--- config.mk ---
export PLATFORM = sky130hd
export DESIGN_NAME = rr_arbiter_lock
export DESIGN_NICKNAME = d
export VERILOG_FILES = /design/src/rtl/rr_arbiter_lock.sv
export SDC_FILE = /design/constraint.sdc
export NUM_CORES = 1
export LEC_CHECK = 0
export CAP_MARGIN = 20
export CORE_ASPECT_RATIO = 0.7
export CORE_MARGIN = 2
export CORE_UTILIZATION = 36
export DETAILED_ROUTE_END_ITERATION = 10
export PLACE_DENSITY = 0.69
export SYNTH_ARGS = -nofsm -noshare
export SYNTH_HDL_FRONTEND = slang
export SYNTH_SLANG_ARGS = --single-unit
--- constraint.sdc ---
create_clock -name clk -period 4.2 [get_ports clk]
set_clock_uncertainty 0.15 [all_clocks]
set_input_delay 1.26 -clock clk [delete_from_list [all_inputs] [get_ports clk]]
set_output_delay 1.26 -clock clk [all_outputs]
set_load 0.02 [all_outputs]
--- src/rtl/rr_arbiter_lock.sv ---
// rr_arbiter_lock
//   Round-robin arbiter with a registered one-hot grant, optional grant
//   locking, and an optional limit on how long one owner may hold the grant.
//
// Parameters
//   NUM_REQ    number of requesters (>= 2)
//   IDX_W      width of the grant index
//   LOCK_MODE  0: re-arbitrate every cycle, 1: owner keeps grant while requesting
//   MAX_HOLD   LOCK_MODE=1 only; 0 = unlimited, M>0 = re-arbitrate after M cycles
//   HOLD_W     width of the hold counter
//
// Ports
//   clk        clock, rising edge
//   rstb       asynchronous active-low reset
//   enable     arbitration enable; low clears the grant, keeps the rotation pointer
//   req        request vector, bit i = requester i
//   gnt        registered one-hot grant (or zero)
//   gnt_valid  any grant bit set
//   gnt_idx    binary index of the granted requester, 0 when idle
module rr_arbiter_lock #(
  parameter int NUM_REQ   = 8,
  parameter int IDX_W     = $clog2(NUM_REQ),
  parameter int LOCK_MODE = 0,
  parameter int MAX_HOLD  = 0,
  parameter int HOLD_W    = $clog2(MAX_HOLD + 1) + 1
) (
  input  logic               clk,
  input  logic               rstb,
  input  logic               enable,
  input  logic [NUM_REQ-1:0] req,
  output logic [NUM_REQ-1:0] gnt,
  output logic               gnt_valid,
  output logic [IDX_W-1:0]   gnt_idx
);

  localparam logic [HOLD_W-1:0]  HOLD_LIM  = HOLD_W'(MAX_HOLD);
  localparam logic [IDX_W-1:0]   PTR_RST   = IDX_W'(NUM_REQ - 1);
  localparam logic [NUM_REQ-1:0] ONE_HOT_0 = {{(NUM_REQ-1){1'b0}}, 1'b1};

  logic [IDX_W-1:0]   last_ptr;
  logic [HOLD_W-1:0]  hold_cnt;

  logic [IDX_W-1:0]   pick;
  logic               found;
  logic [IDX_W-1:0]   cand_idx;
  int                 cand;

  logic               keep;
  logic [NUM_REQ-1:0] gnt_nxt;
  logic               valid_nxt;
  logic [IDX_W-1:0]   idx_nxt;
  logic [IDX_W-1:0]   ptr_nxt;
  logic [HOLD_W-1:0]  hold_nxt;

  // Rotating search: candidates last_ptr+1 .. last_ptr+NUM_REQ, wrapped modulo
  // NUM_REQ (not 2^IDX_W). last_ptr itself is the final candidate so a sole
  // requester gets re-granted.
  always_comb begin
    found    = 1'b0;
    pick     = '0;
    cand     = 0;
    cand_idx = '0;
    for (int k = 1; k <= NUM_REQ; k++) begin
      cand = int'(last_ptr) + k;
      if (cand >= NUM_REQ) cand = cand - NUM_REQ;
      cand_idx = IDX_W'(cand);
      if (!found && req[cand_idx]) begin
        found = 1'b1;
        pick  = cand_idx;
      end
    end
  end

  always_comb begin
    gnt_nxt   = gnt;
    valid_nxt = gnt_valid;
    idx_nxt   = gnt_idx;
    ptr_nxt   = last_ptr;
    hold_nxt  = hold_cnt;
    keep      = (LOCK_MODE == 1) && gnt_valid && req[gnt_idx] &&
                ((MAX_HOLD == 0) || (hold_cnt < HOLD_LIM));

    if (!enable) begin
      gnt_nxt   = '0;
      valid_nxt = 1'b0;
      idx_nxt   = '0;
      hold_nxt  = '0;
    end else if (keep) begin
      // With a finite limit keep implies hold_cnt < MAX_HOLD, so only the
      // unlimited case can reach the counter's top value.
      if (hold_cnt != '1) hold_nxt = hold_cnt + HOLD_W'(1);
    end else if (found) begin
      gnt_nxt   = ONE_HOT_0 << pick;
      valid_nxt = 1'b1;
      idx_nxt   = pick;
      ptr_nxt   = pick;
      hold_nxt  = HOLD_W'(1);
    end else begin
      // Nobody requesting: go idle but remember the rotation position and hold count.
      gnt_nxt   = '0;
      valid_nxt = 1'b0;
      idx_nxt   = '0;
    end
  end

  always_ff @(posedge clk or negedge rstb) begin
    if (!rstb) begin
      gnt       <= '0;
      gnt_valid <= 1'b0;
      gnt_idx   <= '0;
      last_ptr  <= PTR_RST;
      hold_cnt  <= '0;
    end else begin
      gnt       <= gnt_nxt;
      gnt_valid <= valid_nxt;
      gnt_idx   <= idx_nxt;
      last_ptr  <= ptr_nxt;
      hold_cnt  <= hold_nxt;
    end
  end

endmodule
==> metrics.txt, run 1 <==
gr usage total=17.89%; hold endpoint=last_ptr[2]$_DFFE_PN1P_; WL per Instance=17.16 microns; Required @ worst endpoint=4.23 ns; I/O Buffers=22; hold path depth=2; Slowest cell on crit path=or4_4; htree depth=1; Yosys cell types=45; post-synthesis compound-gate area fraction=17.12%; Rows=19; full die area=4789 sq um; WS Path Type=in2reg; Max Cap Violations=0; mux cell area share after synthesis=35.79%; simple-gate area share of the yosys netlist=14.17%; worst-path maximum fanout=6; CTS tree=yes; worst slew pin tran=0.6914 ns; initial antenna violation count=0; dominant synthesized flop cell=dfrtp_1; Reg2Reg Setup Slack=0.58 ns; I/O Pins=23; Final Critical Period=4.093 ns; CTS root buf=clkbuf_8; Synth top area share=26.54%; nets=196; number of antenna diodes=0; Final Hold Fails=0; ys async rst share=100.0%; register area=379.1 sq um; CTS buffer count=3; cells along the critical path=clkdlybuf4s50_1 > mux4_2 > mux2_1 > or4_4 > o31a_1 > a211oi_4 > nand3_2 > nor2_1; Initial Utilization=38.25%; combinational family with the most area after synthesis=multiplexers; worst reg2reg startpoint=last_ptr[0]$_DFFE_PN1P_; Hold Buf Count CTS=0; Post-CTS Setup Bufs=0; RSZ-0062 raised after global routing=no; final non-filler cell total=234; vias in the first global route=1,311; Initial DRT Pass Iterations=4; # setup viols final=0; die height=58.51 microns; fin util=49.22%; critical path's largest stage delay=0.55 ns; Yosys reg bits=15; max_slew headroom=53.76%; Bufs on Longest Clock Path=2; DRC Markers=0; layout cells sized above 1=31.32%; Multi-input gate area=1076 sq um; crit end category=flip-flop; vias per cell=5.944; area leader, netlist=mux4_2; DP Cell Count=230; Synth Warn #=0; fin crit share=97.45%; Setup crit start kind=input pin; Iteration-0 DRC Markers=100; FF-to-FF End=gnt[1]$_DFF_PN0_; Total Wirelength=4015 microns; number of synthesized flops with an enable pin=0; Buf/Inv on CP=1; global-route wire length before repair=6555 microns; hold_sp=last_ptr[2]$_DFFE_PN1P_; DP HPWL=3156 microns; cts repair resizes=0; CP top delay family=multiplexers; max-slew violation count=0; Adder-Cell Fraction of Synth Area=1.638%; Avg Cell Area, Syn=10.61 sq um; Hold Path Class=reg2reg; synthesized area=1528 sq um; clock-pin slew on the worst setup and hold paths=0.06 ns; via count=1,391; Syn Inst Count=144; outcome=completed; Arr. time, crit path=4.12 ns; Post-Synth XOR/XNOR Area=1.720%; Core ar.=3994 sq um; Seq/Total Area, Yosys=24.82%; grt ovf=0; routability cong.=0.8847; clock sinks=15; Die W=81.86 microns; Max Freq=244.3 MHz; clk_lat worst skew=0.24 ns; pin count of the biggest net entering global routing=17; Post-DRT Antenna Nets=0; leading post-synthesis cells by cell area=mux4_2, dfrtp_1, dfstp_2; fill count=356; Syn-to-layout area delta=28.67%; R2R depth=9; post-synth net total=157
worst reg2reg max path: stages (launching register included):
cell	delay (ns)
dfstp_2	0.53
inv_1	0.13
ha_1	0.56
mux4_2	0.39
mux2_4	0.29
or4_4	0.57
o31a_1	0.37
a211oi_4	0.35
nand3_2	0.11
nor2_1	0.10
flip-flops by register name, indices dropped and copies added, names as in the netlist:
register / count
gnt: 8
gnt_idx: 3
gnt_valid: 1
last_ptr: 3
metal layers:
metal	part of all wire (%)	track usage, %	up-vias
met5	0	0	-
li1	-	-	626
met2	46	27.41	58
met3	6.7	3.834	2
met4	0.25	1.429	0
met1	47	27.27	705
synth_stat cells (2+ instances only):
cell,n
a22oi_1,2
a21o_1,4
mux4_2,18
o21ai_1,2
nand2b_1,2
or3b_1,2
buf_1,2
dfrtp_1,12
o211ai_1,3
nor2_1,21
o21ai_0,4
nand3_1,3
nand3b_1,2
o31a_1,2
mux2_2,4
and2_1,2
buf_6,2
nand2_1,10
inv_1,5
clkbuf_1,4
a21oi_1,4
mux2i_1,7
dfstp_2,3
xor2_1,2
ha_1,2
kinds of logic after synthesis:
family / Yosys count
adder cells (fa/ha/maj): 2
AND/OR/NAND/NOR: 45
buffers and inverters: 15
XOR/XNOR: 3
multiplexers: 31
flip-flops: 15
AO/OA/AOI/OAI: 33
area by class of cell:
class | instances | share of cell area (%)
Tap cell | 52 | 3.310
Inverter | 6 | 1.146
Multi-Input combinational cell | 114 | 54.74
Timing Repair Buffer | 43 | 19.22
Clock buffer | 4 | 2.292
Sequential cell | 15 | 19.29
placed cells by master (no fill, tap or decap), types with 3 or more instances in the layout:
cell type | Yosys | final
clkdlybuf4s50_1 | 0 | 22
nor2_1 | 21 | 21
buf_4 | 0 | 21
mux4_2 | 18 | 18
dfrtp_1 | 12 | 12
nand2_1 | 10 | 10
mux2i_1 | 7 | 7
inv_1 | 5 | 5
mux2_2 | 4 | 4
a21oi_1 | 4 | 4
a21o_1 | 4 | 4
o21ai_0 | 4 | 4
nand3_1 | 3 | 3
o211ai_1 | 3 | 3
clkbuf_8 | 0 | 3
dfstp_2 | 3 | 3
stage by stage:
step	instance area (sq um)	hold slack, ns	worst slack, ns	setup TNS [ns]
after floorplan	1528	0.7368	0.2848	0
after global placement	1921	0.4675	-0.06459	-0.2817
after detailed placement	1921	0.4991	-0.1028	-0.6903
after CTS	1966	0.5081	0.1443	0
after global routing	1966	0.5357	0.03682	0
final	1966	0.4984	0.1073	0
worst max path at each step:
stage / from / endpoint / slack (ns) / cells past startpoint
global route: req[6] / gnt[4]$_DFF_PN0_ / 0.04 / 8
CTS: req[1] / gnt[3]$_DFF_PN0_ / 0.14 / 8
global placement: req[1] / gnt[1]$_DFF_PN0_ / -0.06 / 8
finish: req[3] / gnt[1]$_DFF_PN0_ / 0.11 / 8
floorplan: last_ptr[1]$_DFFE_PN1P_ / gnt[1]$_DFF_PN0_ / 0.28 / 13
detailed placement: req[1] / gnt[3]$_DFF_PN0_ / -0.10 / 8
Power of run 1 is left out: the tool's default activity adds up to more than one toggle a clock period on the data nets, which glitch-free logic cannot reach.
==> run 2, diff against run 1 <==
--- a/config.mk
+++ b/config.mk
@@ -7,10 +7,9 @@
 export LEC_CHECK = 0
 export CAP_MARGIN = 20
 export CORE_ASPECT_RATIO = 0.7
-export CORE_MARGIN = 2
-export CORE_UTILIZATION = 36
+export CORE_UTILIZATION = 41
 export DETAILED_ROUTE_END_ITERATION = 10
-export PLACE_DENSITY = 0.69
+export PLACE_DENSITY = 0.75
 export SYNTH_ARGS = -nofsm -noshare
 export SYNTH_HDL_FRONTEND = slang
 export SYNTH_SLANG_ARGS = --single-unit
==> metrics.txt, run 2 (synthesis results as in run 1) <==
CTS root buf=clkbuf_8; Hold Path Class=reg2reg; worst slew pin tran=0.6409 ns (-0.05051 ns); vias per cell=5.978 (+0.57%); clk_lat worst skew=0.25 ns (about the same); fill count=313 (-12%); number of antenna diodes=0 (unchanged); WS Path Type=in2reg; commonest non-fill, non-tap cell in the layout=nor2_1; Rows=18 (-1); cts repair resizes=0 (unchanged); Max Freq=244.9 MHz (+0.22%); I/O Buffers=22 (unchanged); die height=53.07 microns (-9.3%); Syn-to-layout area delta=28.42%; Post-DRT Antenna Nets=0 (unchanged); worst-path maximum fanout=7 (+1); Initial DRT Pass Iterations=4 (unchanged); # setup viols final=0 (unchanged); Arr. time, crit path=4.11 ns (about the same); Post-CTS Setup Bufs=0 (unchanged); layout cells sized above 1=31.49% (+0.17 points); outcome=completed; Bufs on Longest Clock Path=2 (unchanged); Max Cap Violations=0 (unchanged); biggest registers after layout=gnt (8), gnt_idx (3), last_ptr (3); most frequent cells in the layout=nor2_1, clkdlybuf4s50_1, buf_4; full die area=3978 sq um (-17%); crit end category=flip-flop; via count=1,381 (-0.72%); Setup crit start kind=input pin; register area=379.1 sq um (unchanged); DP HPWL=3085 microns (-2.2%); WL per Instance=16.97 microns (-1.1%); htree depth=1 (unchanged); met2 WL=1819 microns (-1.6%); vias in the first global route=1,322 (+0.84%); Hold Buf Count CTS=0 (unchanged); gr usage total=22.67% (+4.8 points); global-route wire length before repair=6568 microns (+0.20%); max_slew headroom=57.14% (+3.4 points); max reg flops=8 (unchanged); Most flops, register=gnt; Iteration-0 DRC Markers=123 (+23%); Final Critical Period=4.084 ns (-0.009122 ns); Multi-input gate area=1076 sq um (unchanged); RSZ-0062 raised after global routing=no; CTS buffer count=3 (unchanged); final non-filler cell total=231 (-1.3%); pin count of the biggest net entering global routing=17 (unchanged); Final Hold Fails=0 (unchanged); Top Metal Used=met4; Total Wirelength=3919 microns (-2.4%); Core ar.=3536 sq um (-11%); CTS tree=yes; routed wl met3=319 microns (+18%); clock sinks=15 (unchanged); Initial Utilization=43.21% (+5.0 points); max-slew violation count=0 (unchanged); Required @ worst endpoint=4.22 ns (about the same); I/O Pins=23 (unchanged); initial antenna violation count=0 (unchanged); fin crit share=97.23% (-0.22 points); Die W=74.96 microns (-8.4%); WL met1=1727 microns (-8.4%); DP Cell Count=227 (-1.3%); clock-pin slew on the worst setup and hold paths=0.06 ns (about the same); grt ovf=0 (unchanged); DRC Markers=0 (unchanged); routability cong.=0.8994 (+1.7%); nets=195 (-0.51%)
run 2: routing by layer:
layer | vias up | global-route usage [%]
li1 | 630 | -
met1 | 679 | 32.66
met2 | 66 | 34.38
met3 | 6 | 5.905
met4 | 0 | 4.088
met5 | - | 0
run 2: area by class of cell:
cell class,instances,share of cell area [%]
clock inverter,1,0.2551
timing repair buffer,42,19.13
tap,50,3.189
inverter,6,1.148
multi-input combinational,114,54.85
sequential,15,19.32
clock buffer,3,2.105
run 2: worst paths after layout:
path	start	end	slack, ns	cells after the start
max in group asynchronous	rstb	gnt_idx[1]$_DFF_PN0_	2.23	1
hold / removal	last_ptr[2]$_DFFE_PN1P_	last_ptr[2]$_DFFE_PN1P_	0.51	2
setup reg to reg	last_ptr[0]$_DFFE_PN1P_	gnt[1]$_DFF_PN0_	0.63	10
min in group asynchronous	rstb	gnt[1]$_DFF_PN0_	1.26	1
setup / recovery	req[5]	gnt[1]$_DFF_PN0_	0.12	9
hold reg to reg	last_ptr[2]$_DFFE_PN1P_	last_ptr[2]$_DFFE_PN1P_	0.51	2
run 2: per-stage QoR:
stage | TNS, ns | util (%) | hold slack (ns) | setup slack (ns) | area (sq um)
after CTS | 0 | 55.34 | 0.5046 | 0.05034 | 1957
after global placement | -0.4278 | 54.03 | 0.4674 | -0.09901 | 1911
after global routing | 0 | 55.48 | 0.5626 | 0.008221 | 1962
after floorplan | 0 | - | 0.7368 | 0.2848 | 1528
final | 0 | 55.48 | 0.5087 | 0.1164 | 1962
after detailed placement | -1.405 | 54.03 | 0.4984 | -0.1871 | 1911
run 2: worst max-delay path: stages:
cell             delay (ns)
clkdlybuf4s50_1        0.52
mux4_2                 0.52
mux2_1                 0.33
or4_4                  0.51
buf_4                  0.17
o211a_1                0.27
a211oi_4               0.28
nand3_2                0.12
nor2_1                 0.13
Power of run 2 is left out for the same reason.
